$ cat src/rtl/bus_arbiter_if.sv
// Bus arbiter handshake bundle.
//
// Groups the per-master request/grant lines with the already-muxed address
// strobe and slave ready so the arbiter and its surroundings share one port.
//
//   m_req       per-master request level, held for the whole tenure
//   m_as        address strobe of the current owner (muxed)
//   s_ready     ready of the selected slave (muxed), low when none selected
//   m_grnt      one-hot grant, zero when nobody owns the bus
//   owner       index of the granted or last-granted master
//   bus_busy    high while a master owns the bus
//   bus_timeout one-cycle pulse when the watchdog aborts a transfer
//
// Modports:
//   slave  - the arbiter's view (consumes requests, drives grants)
//   master - the view of the surrounding bus logic / testbench
interface bus_arbiter_if #(
  parameter int NUM_MASTERS = 4,
  parameter int OWNER_W     = $clog2(NUM_MASTERS)
) ();

  logic [NUM_MASTERS-1:0] m_req;
  logic                   m_as;
  logic                   s_ready;
  logic [NUM_MASTERS-1:0] m_grnt;
  logic [OWNER_W-1:0]     owner;
  logic                   bus_busy;
  logic                   bus_timeout;

  modport slave (
    input  m_req,
    input  m_as,
    input  s_ready,
    output m_grnt,
    output owner,
    output bus_busy,
    output bus_timeout
  );

  modport master (
    output m_req,
    output m_as,
    output s_ready,
    input  m_grnt,
    input  owner,
    input  bus_busy,
    input  bus_timeout
  );

endinterface

$ cat src/rtl/bus_arbiter.sv
// Round-robin arbiter for the shared system bus.
//
// Grants the bus to one of NUM_MASTERS requesters, tracks each transfer from
// address strobe to slave ready, and aborts transfers whose ready stays low
// for TIMEOUT_CYCLES consecutive cycles. All outputs are registered; owner
// steers the master-side address/data mux.
//
// Ports:
//   clk    bus clock, all state updates on the rising edge
//   reset  synchronous, active-high reset
//   bus    bus_arbiter_if.slave (m_req, m_as, s_ready in;
//          m_grnt, owner, bus_busy, bus_timeout out)
//
// state    | meaning
// ---------+-------------------------------------------------------------
// ST_IDLE  | no owner, m_grnt = 0, waiting for any request
// ST_GRANT | owner holds the bus between transfers; may start or release
// ST_XFER  | transfer in flight, waiting for s_ready or watchdog expiry
module bus_arbiter #(
  parameter int NUM_MASTERS    = 4,
  parameter int TIMEOUT_CYCLES = 16,
  parameter int OWNER_W        = $clog2(NUM_MASTERS)
) (
  input  logic          clk,
  input  logic          reset,
  bus_arbiter_if.slave  bus
);

  localparam int CNT_W = $clog2(TIMEOUT_CYCLES + 1);
  localparam logic [CNT_W-1:0]       CNT_LAST   = CNT_W'(TIMEOUT_CYCLES - 1);
  localparam logic [OWNER_W-1:0]     OWNER_INIT = OWNER_W'(NUM_MASTERS - 1);
  localparam logic [NUM_MASTERS-1:0] GRNT_ONE   = NUM_MASTERS'(1);

  typedef enum logic [1:0] {
    ST_IDLE  = 2'd0,
    ST_GRANT = 2'd1,
    ST_XFER  = 2'd2
  } state_t;

  state_t                 state_q, state_d;
  logic [NUM_MASTERS-1:0] m_grnt_q, m_grnt_d;
  logic [OWNER_W-1:0]     owner_q, owner_d;
  logic [OWNER_W-1:0]     last_owner_q, last_owner_d;
  logic [CNT_W-1:0]       wdog_cnt_q, wdog_cnt_d;
  logic                   bus_busy_q, bus_busy_d;
  logic                   bus_timeout_q, bus_timeout_d;

  logic                   any_req;
  logic                   owner_req;
  logic [OWNER_W-1:0]     winner;

  // First requester after `last`, wrapping modulo NUM_MASTERS. `last` itself
  // is scanned last, so a lone requester can win again.
  function automatic logic [OWNER_W-1:0] rr_pick(
    input logic [NUM_MASTERS-1:0] req,
    input logic [OWNER_W-1:0]     last
  );
    logic [OWNER_W-1:0] win;
    logic               found;
    int                 idx;
    win   = last;
    found = 1'b0;
    for (int i = 1; i <= NUM_MASTERS; i++) begin
      idx = (int'(last) + i) % NUM_MASTERS;
      if (!found && req[idx]) begin
        win   = OWNER_W'(idx);
        found = 1'b1;
      end
    end
    return win;
  endfunction

  assign any_req   = |bus.m_req;
  assign owner_req = bus.m_req[owner_q];
  assign winner    = rr_pick(bus.m_req, last_owner_q);

  always_comb begin
    state_d       = state_q;
    m_grnt_d      = m_grnt_q;
    owner_d       = owner_q;
    last_owner_d  = last_owner_q;
    wdog_cnt_d    = wdog_cnt_q;
    bus_timeout_d = 1'b0;

    case (state_q)
      ST_IDLE: begin
        if (any_req) begin
          state_d      = ST_GRANT;
          owner_d      = winner;
          last_owner_d = winner;
          m_grnt_d     = GRNT_ONE << winner;
        end
      end

      ST_GRANT: begin
        // A strobe in the same cycle as the request drop still starts the
        // transfer; the release is then seen after the transfer ends.
        if (bus.m_as) begin
          state_d    = ST_XFER;
          wdog_cnt_d = '0;
        end else if (!owner_req) begin
          if (any_req) begin
            // Hand over directly, no idle cycle between tenures.
            owner_d      = winner;
            last_owner_d = winner;
            m_grnt_d     = GRNT_ONE << winner;
          end else begin
            state_d  = ST_IDLE;
            m_grnt_d = '0;
          end
        end
      end

      ST_XFER: begin
        if (bus.s_ready) begin
          state_d    = ST_GRANT;
          wdog_cnt_d = '0;
        end else if (wdog_cnt_q == CNT_LAST) begin
          // This is the TIMEOUT_CYCLES-th consecutive low-ready cycle.
          state_d       = ST_GRANT;
          wdog_cnt_d    = '0;
          bus_timeout_d = 1'b1;
        end else begin
          wdog_cnt_d = wdog_cnt_q + CNT_W'(1);
        end
      end

      default: begin
        state_d  = ST_IDLE;
        m_grnt_d = '0;
      end
    endcase

    bus_busy_d = (state_d != ST_IDLE);
  end

  always_ff @(posedge clk) begin
    if (reset) begin
      state_q       <= ST_IDLE;
      m_grnt_q      <= '0;
      owner_q       <= '0;
      last_owner_q  <= OWNER_INIT;
      wdog_cnt_q    <= '0;
      bus_busy_q    <= 1'b0;
      bus_timeout_q <= 1'b0;
    end else begin
      state_q       <= state_d;
      m_grnt_q      <= m_grnt_d;
      owner_q       <= owner_d;
      last_owner_q  <= last_owner_d;
      wdog_cnt_q    <= wdog_cnt_d;
      bus_busy_q    <= bus_busy_d;
      bus_timeout_q <= bus_timeout_d;
    end
  end

  assign bus.m_grnt      = m_grnt_q;
  assign bus.owner       = owner_q;
  assign bus.bus_busy    = bus_busy_q;
  assign bus.bus_timeout = bus_timeout_q;

endmodule

$ cat src/flat_wrapper.sv
// flat-port wrapper written by rule: the top's interface ports become plain ports
module bus_arbiter_flat 
#(
  parameter int NUM_MASTERS    = 4,
  parameter int TIMEOUT_CYCLES = 16,
  parameter int OWNER_W        = $clog2(NUM_MASTERS)
)
  (clk, reset, bus_m_req, bus_m_as, bus_s_ready, bus_m_grnt, bus_owner, bus_bus_busy, bus_bus_timeout);
  bus_arbiter_if #(.NUM_MASTERS(NUM_MASTERS), .OWNER_W(OWNER_W)) bus_i ();
  input  logic clk;
  input  logic reset;
  input wire logic [$bits(bus_i.m_req)-1:0] bus_m_req;
  input wire logic [$bits(bus_i.m_as)-1:0] bus_m_as;
  input wire logic [$bits(bus_i.s_ready)-1:0] bus_s_ready;
  output wire logic [$bits(bus_i.m_grnt)-1:0] bus_m_grnt;
  output wire logic [$bits(bus_i.owner)-1:0] bus_owner;
  output wire logic [$bits(bus_i.bus_busy)-1:0] bus_bus_busy;
  output wire logic [$bits(bus_i.bus_timeout)-1:0] bus_bus_timeout;
  assign bus_i.m_req = bus_m_req;
  assign bus_i.m_as = bus_m_as;
  assign bus_i.s_ready = bus_s_ready;
  assign bus_m_grnt = bus_i.m_grnt;
  assign bus_owner = bus_i.owner;
  assign bus_bus_busy = bus_i.bus_busy;
  assign bus_bus_timeout = bus_i.bus_timeout;
  bus_arbiter #(.NUM_MASTERS(NUM_MASTERS), .TIMEOUT_CYCLES(TIMEOUT_CYCLES), .OWNER_W(OWNER_W)) u_core (.clk(clk), .reset(reset), .bus(bus_i));
endmodule
$ cat config.mk
export PLATFORM = sky130hd
export DESIGN_NAME = bus_arbiter_flat
export DESIGN_NICKNAME = d
export VERILOG_FILES = /design/src/rtl/bus_arbiter_if.sv /design/src/rtl/bus_arbiter.sv /design/src/flat_wrapper.sv
export SDC_FILE = /design/constraint.sdc
export NUM_CORES = 1
export LEC_CHECK = 0
export ABC_AREA = 1
export BUFFER_PORTS_ARGS = -buffer_cell sky130_fd_sc_hd__buf_4
export CAP_MARGIN = 20
export CORE_MARGIN = 5
export CORE_UTILIZATION = 36
export CTS_CLUSTER_DIAMETER = 50
export CTS_CLUSTER_SIZE = 20
export DETAILED_ROUTE_END_ITERATION = 12
export PLACE_DENSITY = 0.65
export SYNTH_ARGS = -nofsm -noshare
export SYNTH_HDL_FRONTEND = slang
export SYNTH_SLANG_ARGS = --single-unit
$ cat constraint.sdc
create_clock -name clk -period 1.9 [get_ports clk]
set_input_delay 0.38 -clock clk [delete_from_list [all_inputs] [get_ports clk]]
set_output_delay 0.38 -clock clk [all_outputs]
set_load 0.01 [all_outputs]
### Yosys cells after proc, flatten, opt, wreduce, memory -nomap -nowiden

Cells that the tools add are included.

| operators by class | value |
|---|---|
| bitwise gates (word level) | 5 |
| $add $sub $neg | 5 |
| order comparisons | 5 |
| eq/ne operators | 7 |
| multiplexer cells | 46 |
| shift-type cells | 1 |
| reductions and logical operators | 19 |

Operators with widths:

| operator | number |
|---|---|
| $mux 2 | 16 |
| $lt 3x4->1 const B | 4 |
| $mux 4 | 4 |
| $mux 5 | 3 |
| $mux 1 | 13 |
| $pmux 4 s3 | 1 |
| $bmux 1 s2 | 5 |
| $pmux 5 s2 | 1 |
| $pmux 2 s2 | 2 |
| $reduce_or 2->1 | 4 |
| $ne 2x2->1 const B | 3 |
| $pmux 2 s3 | 1 |
| $reduce_bool 2->1 | 3 |
| $add 5x1->5 const B | 1 |
| $eq 5x4->1 const B | 1 |
| $add 2x1->2 const B | 2 |
| $add 2x2->2 const B | 2 |
| $and 1x1->1 const A | 4 |
| $reduce_and 4->1 | 1 |
| $reduce_or 4->1 | 1 |
| $shl 1x2->4 const A | 1 |
| $logic_and 1x1->1 | 3 |
| $logic_not 1->1 | 3 |
| $lt 2x3->1 const B | 1 |
| other kinds (8) | 8 |

| storage, ports and cells | value |
|---|---|
| register bits after elaboration | 17 |
| word-level logic and storage cells | 95 |
| input bits | 8 |
| output and inout bits | 8 |

### Longest topological paths before layout

| depth | value |
|---|---|
| depth after elaboration | 21 |
| gate-level depth with buffers | 12 |
| depth with buffers taken out | 12 |

### Least setup slack after synthesis

No wires, ideal clock.

| path | value |
|---|---|
| kind | register to register |
| start | reg u_core.wdog_cnt_q[0] |
| end | reg u_core.bus_busy_q, in the netlist u_core.bus.bus_busy |
| period minus slack after synthesis | 1344 ps |
| buffers on the path | 0 |
| stages on the path, launching flop included | 8 |
| setup time | 123 ps |
| data required time | 1777 ps |
| arrival time | 1221 ps |
| slack | 556 ps |
| path through | dfxtp_1 ha_1 nand3_1 nor2_1 nor2_1 inv_1 a21oi_1 or2_2 |

| between the ends | value |
|---|---|
| cells in the longest elaborated chain, start to end | 5 |

Ends and longest elaborated chain:

| element | RTL line | RTL |
|---|---|---|
| start: declaration | bus_arbiter.sv:44 | `logic [CNT_W-1:0] wdog_cnt_q, wdog_cnt_d;` |
| start signal: assignment | bus_arbiter.sv:151 | `wdog_cnt_q <= wdog_cnt_d;` |
| $eq 5x4->1 | bus_arbiter.sv:118 | `end else if (wdog_cnt_q == CNT_LAST) begin` |
| $mux 2 | bus_arbiter.sv:118 |  |
| $mux 2 | bus_arbiter.sv:115 | `if (bus.s_ready) begin` |
| $pmux 2 s3 | bus_arbiter.sv:85 | `case (state_q)` |
| $reduce_bool 2->1 | bus_arbiter.sv:134 | `bus_busy_d = (state_d != ST_IDLE);` |
| end signal: assignment | bus_arbiter.sv:152 | `bus_busy_q <= bus_busy_d;` |
| end: declaration | bus_arbiter.sv:45 | `logic bus_busy_q, bus_busy_d;` |

No other way between the ends.
A chain may end at the register's enable or synchronous reset.

### Worst setup path after layout

| path | value |
|---|---|
| start | reg u_core.last_owner_q[0] |
| end | reg u_core.last_owner_q[1] |

| between the ends | value |
|---|---|
| cells in the longest elaborated chain, start to end | 18 |
| elaborated cells between the ends (all ways) | 33 |
| those cells by class | add/sub (4); mux (23); reduce/logical (6) |

Ends and longest elaborated chain:

| element | RTL line | RTL |
|---|---|---|
| start: declaration | bus_arbiter.sv:43 | `logic [OWNER_W-1:0] last_owner_q, last_owner_d;` |
| start signal: assignment | bus_arbiter.sv:150 | `last_owner_q <= last_owner_d;` |
| $add 2x1->2 | bus_arbiter.sv:64 | `idx = (int'(last) + i) % NUM_MASTERS;` |
| $bmux 1 s2 | bus_arbiter.sv:65 | `if (!found && req[idx]) begin` |
| $mux 1 (implied by the code) (2 in a row) | bus_arbiter.sv:65 |  |
| $mux 1 | bus_arbiter.sv:65 |  |
| $logic_not 1->1 | bus_arbiter.sv:65 |  |
| $logic_and 1x1->1 | bus_arbiter.sv:65 |  |
| $mux 1 | bus_arbiter.sv:65 |  |
| $logic_not 1->1 | bus_arbiter.sv:65 |  |
| $logic_and 1x1->1 | bus_arbiter.sv:65 |  |
| $mux 1 | bus_arbiter.sv:65 |  |
| $logic_not 1->1 | bus_arbiter.sv:65 |  |
| $logic_and 1x1->1 | bus_arbiter.sv:65 |  |
| $mux 2 (*) | bus_arbiter.sv:65 |  |
| $mux 2 (*) | bus_arbiter.sv:87, bus_arbiter.sv:102 |  |
| $mux 2 | bus_arbiter.sv:101 | `end else if (!owner_req) begin` |
| $mux 2 | bus_arbiter.sv:98 | `if (bus.m_as) begin` |
| $pmux 2 s2 (*) | bus_arbiter.sv:85 |  |

Mark *: on every way between the ends. The rest lies on a longest branch, timed or not. The select of a mux whose other input is x is not followed.

==> PnR_summary.wiki <==
{| class="wikitable"
! Metric !! Value
|-
| Number of different library cells in the post-synthesis netlist || 26
|-
| Total of flip-flops plus latches after synthesis || 17
|-
| Most repeated cell in the gate-level netlist after synthesis || sky130_fd_sc_hd__nand2_1
|-
| Number of maximum-capacitance constraint violations || 0
|-
| Proportion of power drawn by the clock network || 12.5%
|-
| Fill cell total of the finished layout || 292
|-
| Result of the run || finished clean
|-
| Vertical die dimension || 63.09 um
|-
| Average vias per placed instance || 4.995
|-
| Total number of placement rows || 19
|-
| FFs w/ async S/R, synth || 0%
|-
| Number of DRC markers in iteration 0 || 33
|-
| I/O pin cnt || 16
|-
| Sequential fraction of design power || 31.0%
|-
| CTS Sinks || 17
|-
| Antenna-violating nets left || 0
|-
| Power density over the cells || 1308 nW/um2
|-
| Die Wd || 63.09 um
|-
| Portion of the post-synthesis area used by sequential elements || 33.54%
|-
| Mapped Avg Cell Area || 6.463 um2
|-
| Wire length per cell || 10.76 um
|-
| Path type of the worst setup path || reg -> reg
|-
| Starting density of the core || 37.12%
|-
| Area overhead of the layout relative to synthesis || 16.03%
|-
| Max Buffers Root-to-Sink || 2
|-
| Insertion delay to the later sink of the worst-skew pair || 0.29 ns
|-
| Gate Count Post-Synth || 157
|-
| Number of max-slew violations in the final report || 0
|-
| Worst-path cell chain || inv_2, nand2_1, nand2_1, nand2_2, nand2_4, o21ai_1, nand2_1, nand2_1, nand2_2, nand2_1, o211ai_1
|-
| Count of buffers inserted at the top-level ports || 15
|-
| TritonCTS clock tree || done
|-
| Core Util, Final || 43.07%
|-
| Nets || 184
|-
| EDFF count, synth || 0
|-
| Total wire length after detailed routing || 2205 um
|-
| Die outline area || 3980 um2
|-
| DRC violations left || 0
|-
| Setup repair bufs after CTS || 0
|-
| Data arrival, critical path || 1.90 ns
|-
| Cell total after placement || 201
|-
| Synth warn || 0
|-
| Synth top area cells || sky130_fd_sc_hd__dfxtp_1 34%, sky130_fd_sc_hd__nand2_1 22%, sky130_fd_sc_hd__nand3_1 6.4%, sky130_fd_sc_hd__a21oi_1 5.4%, sky130_fd_sc_hd__inv_1 5.2%
|-
| Post-layout min period || 1.727 ns
|-
| Number of antenna violations at the first check in global routing || 0
|-
| Total global routing track utilization || 11.91%
|-
| Clock Skews || 0.01269 ns
|-
| Unrepaired setup endpoints after global routing || no
|-
| Power share of the combinational group || 56.5%
|-
| Gp weighted congestion || 0.7467
|-
| Dominant cell type by area after synthesis || sky130_fd_sc_hd__dfxtp_1
|-
| Worst Setup End Kind || register
|-
| Syn nets || 166
|-
| Worst Max-Slew Pin Slew || 0.3699 ns
|-
| Internal power component || 0.8020 mW
|-
| Number of failing hold endpoints at the final stage || 0
|-
| Maximum vdd drop || 0.7758 mV
|-
| Classification of the worst-slack hold path || in -> reg
|-
| Multi-input gate area in the final layout || 591.8 um2
|-
| Post-Syn Area || 1015 um2
|-
| Number of hold-repair buffers added at the cts stage || 0
|-
| Number of buffers inserted during clock tree synthesis || 3
|-
| Share of layout cells above drive strength 1 || 20.69%
|-
| Via count of the first global-routing pass || 968
|-
| Level count of the clock H-tree || 1
|-
| Clock-pin slew of the registers on the worst-case setup and hold paths || 0.10 ns
|-
| Static leakage || 0.5787 nW
|-
| Switching part of the total power || 47.94%
|-
| Power spent charging and discharging nets || 0.7386 mW
|-
| Number of gates given a new drive strength after cts || 0
|-
| HPWL after detailed placement || 1791 um
|-
| Setup slack of the most critical reg-to-reg path || 0.17 ns
|-
| Seq. cell area || 340.3 um2
|-
| Filler-free cell count of the finished design || 205
|-
| Fmax achieved || 579.2 MHz
|-
| Root buffer cell || sky130_fd_sc_hd__clkbuf_4
|-
| Final setup TNS || 0 ns
|-
| Pin count of the biggest net entering global routing || 14
|-
| Critical path's slowest cell || sky130_fd_sc_hd__dfxtp_1
|-
| Data required time at the worst endpoint || 2.07 ns
|-
| Portion of the clock cycle consumed by the worst path in the final layout || 90.88%
|-
| Kind of start point of the critical path || register
|-
| CP max FO || 11
|-
| Total number of vias || 1024
|-
| Maximum cell stage delay along the critical path || 0.55 ns
|-
| Global route overflow || 0
|-
| Synth top area share || 33.54%
|-
| CP most frequent cell || sky130_fd_sc_hd__nand2_1
|-
| Post-synth top flop || sky130_fd_sc_hd__dfxtp_1
|-
| Headroom to the max-slew limit || 75.23%
|-
| Antenna cells || 0
|-
| First-pass iteration count of the detailed router || 4
|-
| Count of final setup violators || 0
|-
| First-pass GRT wire length || 3884 um
|-
| Top cell types by occurrence after synthesis || 59 x sky130_fd_sc_hd__nand2_1, 17 x sky130_fd_sc_hd__dfxtp_1, 14 x sky130_fd_sc_hd__inv_1, 13 x sky130_fd_sc_hd__nand3_1, 11 x sky130_fd_sc_hd__a21oi_1
|-
| Core area || 2734 um2
|}
-- routing by layer --
metal	routed length (um)	share of wire (%)	vias to the layer above	global-route usage [%]
li1	-	-	538	-
met1	1055	48	465	13.70
met2	1029	47	17	20.77
met3	69	3.1	4	1.954
met4	50	2.3	0	6.366
met5	0	0	-	0
-- metrics by stage --
step	worst slack, ns	hold slack, ns	cell area, um2	power, mW
floorplan	0.5559	0.4120	1015	1.168
global placement	0.2589	0.4373	1150	1.340
detailed placement	0.2017	0.4400	1150	1.357
CTS	0.1852	0.3336	1177	1.548
global route	0.03025	0.3158	1177	1.693
finish	0.1734	0.3350	1177	1.541
-- cells by family (layout without fill, tap and decap cells) --
kind of cell | count (synthesis) | after routing | synth area share [%]
XOR/XNOR | 1 | 1 | 0.8633
AND/OR/NAND/NOR | 97 | 97 | 43.53
buffers and inverters | 19 | 36 | 8.138
flip-flops | 17 | 17 | 33.54
adder cells (fa/ha/maj) | 1 | 1 | 1.233
AO/OA/AOI/OAI | 22 | 22 | 12.70
-- worst max-delay path: cells and delay by family, from the launching register on --
family	cells	cell delay [ns]
buffers and inverters	1	0.15
AO/OA/AOI/OAI	2	0.26
flip-flops	1	0.55
AND/OR/NAND/NOR	8	0.65
-- path summary, 6_finish.rpt --
kind                                       start                                  end  depth (start not counted)
max          u_core.last_owner_q[0]$_SDFFE_PP1P_  u_core.last_owner_q[1]$_SDFFE_PP1P_                         11
min                                        reset    u_core.bus.m_grnt[0]$_SDFFE_PP0P_                          2
max reg2reg  u_core.last_owner_q[0]$_SDFFE_PP1P_  u_core.last_owner_q[1]$_SDFFE_PP1P_                         11
min reg2reg    u_core.wdog_cnt_q[4]$_SDFFE_PP0P_    u_core.bus.bus_timeout$_SDFF_PP0_                          1
-- flip-flops by register name, summed over array words and instances (netlist names) --
| register | cells |
|---|---|
| u_core.bus.bus_timeout | 1 |
| u_core.bus.m_grnt | 4 |
| u_core.last_owner_q | 2 |
| u_core.bus.owner | 2 |
| u_core.bus.bus_busy | 1 |
| u_core.state_q | 2 |
| u_core.wdog_cnt_q | 5 |
-- final cells by class --
type,instances,area share (%)
clock buffer,3,1.913
clock inverter,1,0.4251
inverter,17,5.632
multi-input combinational,121,50.27
sequential,17,28.91
tap,31,3.294
timing repair buffer,15,9.564
-- power groups by stage --
stage | sequential (mW) | clock, mW | combinational [mW]
floorplan | 0.478 | 0 | 0.691
global placement | 0.481 | 0 | 0.858
detailed placement | 0.485 | 0 | 0.872
CTS | 0.477 | 0.198 | 0.874
global route | 0.485 | 0.220 | 0.988
finish | 0.478 | 0.192 | 0.871
-- placed cells by master, fill, tap and decap left out, types with 3 or more instances in the layout --
cell type,instances
sky130_fd_sc_hd__nand2_1,59
sky130_fd_sc_hd__buf_4,15
sky130_fd_sc_hd__dfxtp_1,17
sky130_fd_sc_hd__o21ai_0,4
sky130_fd_sc_hd__inv_1,14
sky130_fd_sc_hd__nor2_1,10
sky130_fd_sc_hd__a21oi_1,11
sky130_fd_sc_hd__clkbuf_4,3
sky130_fd_sc_hd__nand2_2,7
sky130_fd_sc_hd__nand3_1,13
Power figures use the tool's default switching activity.
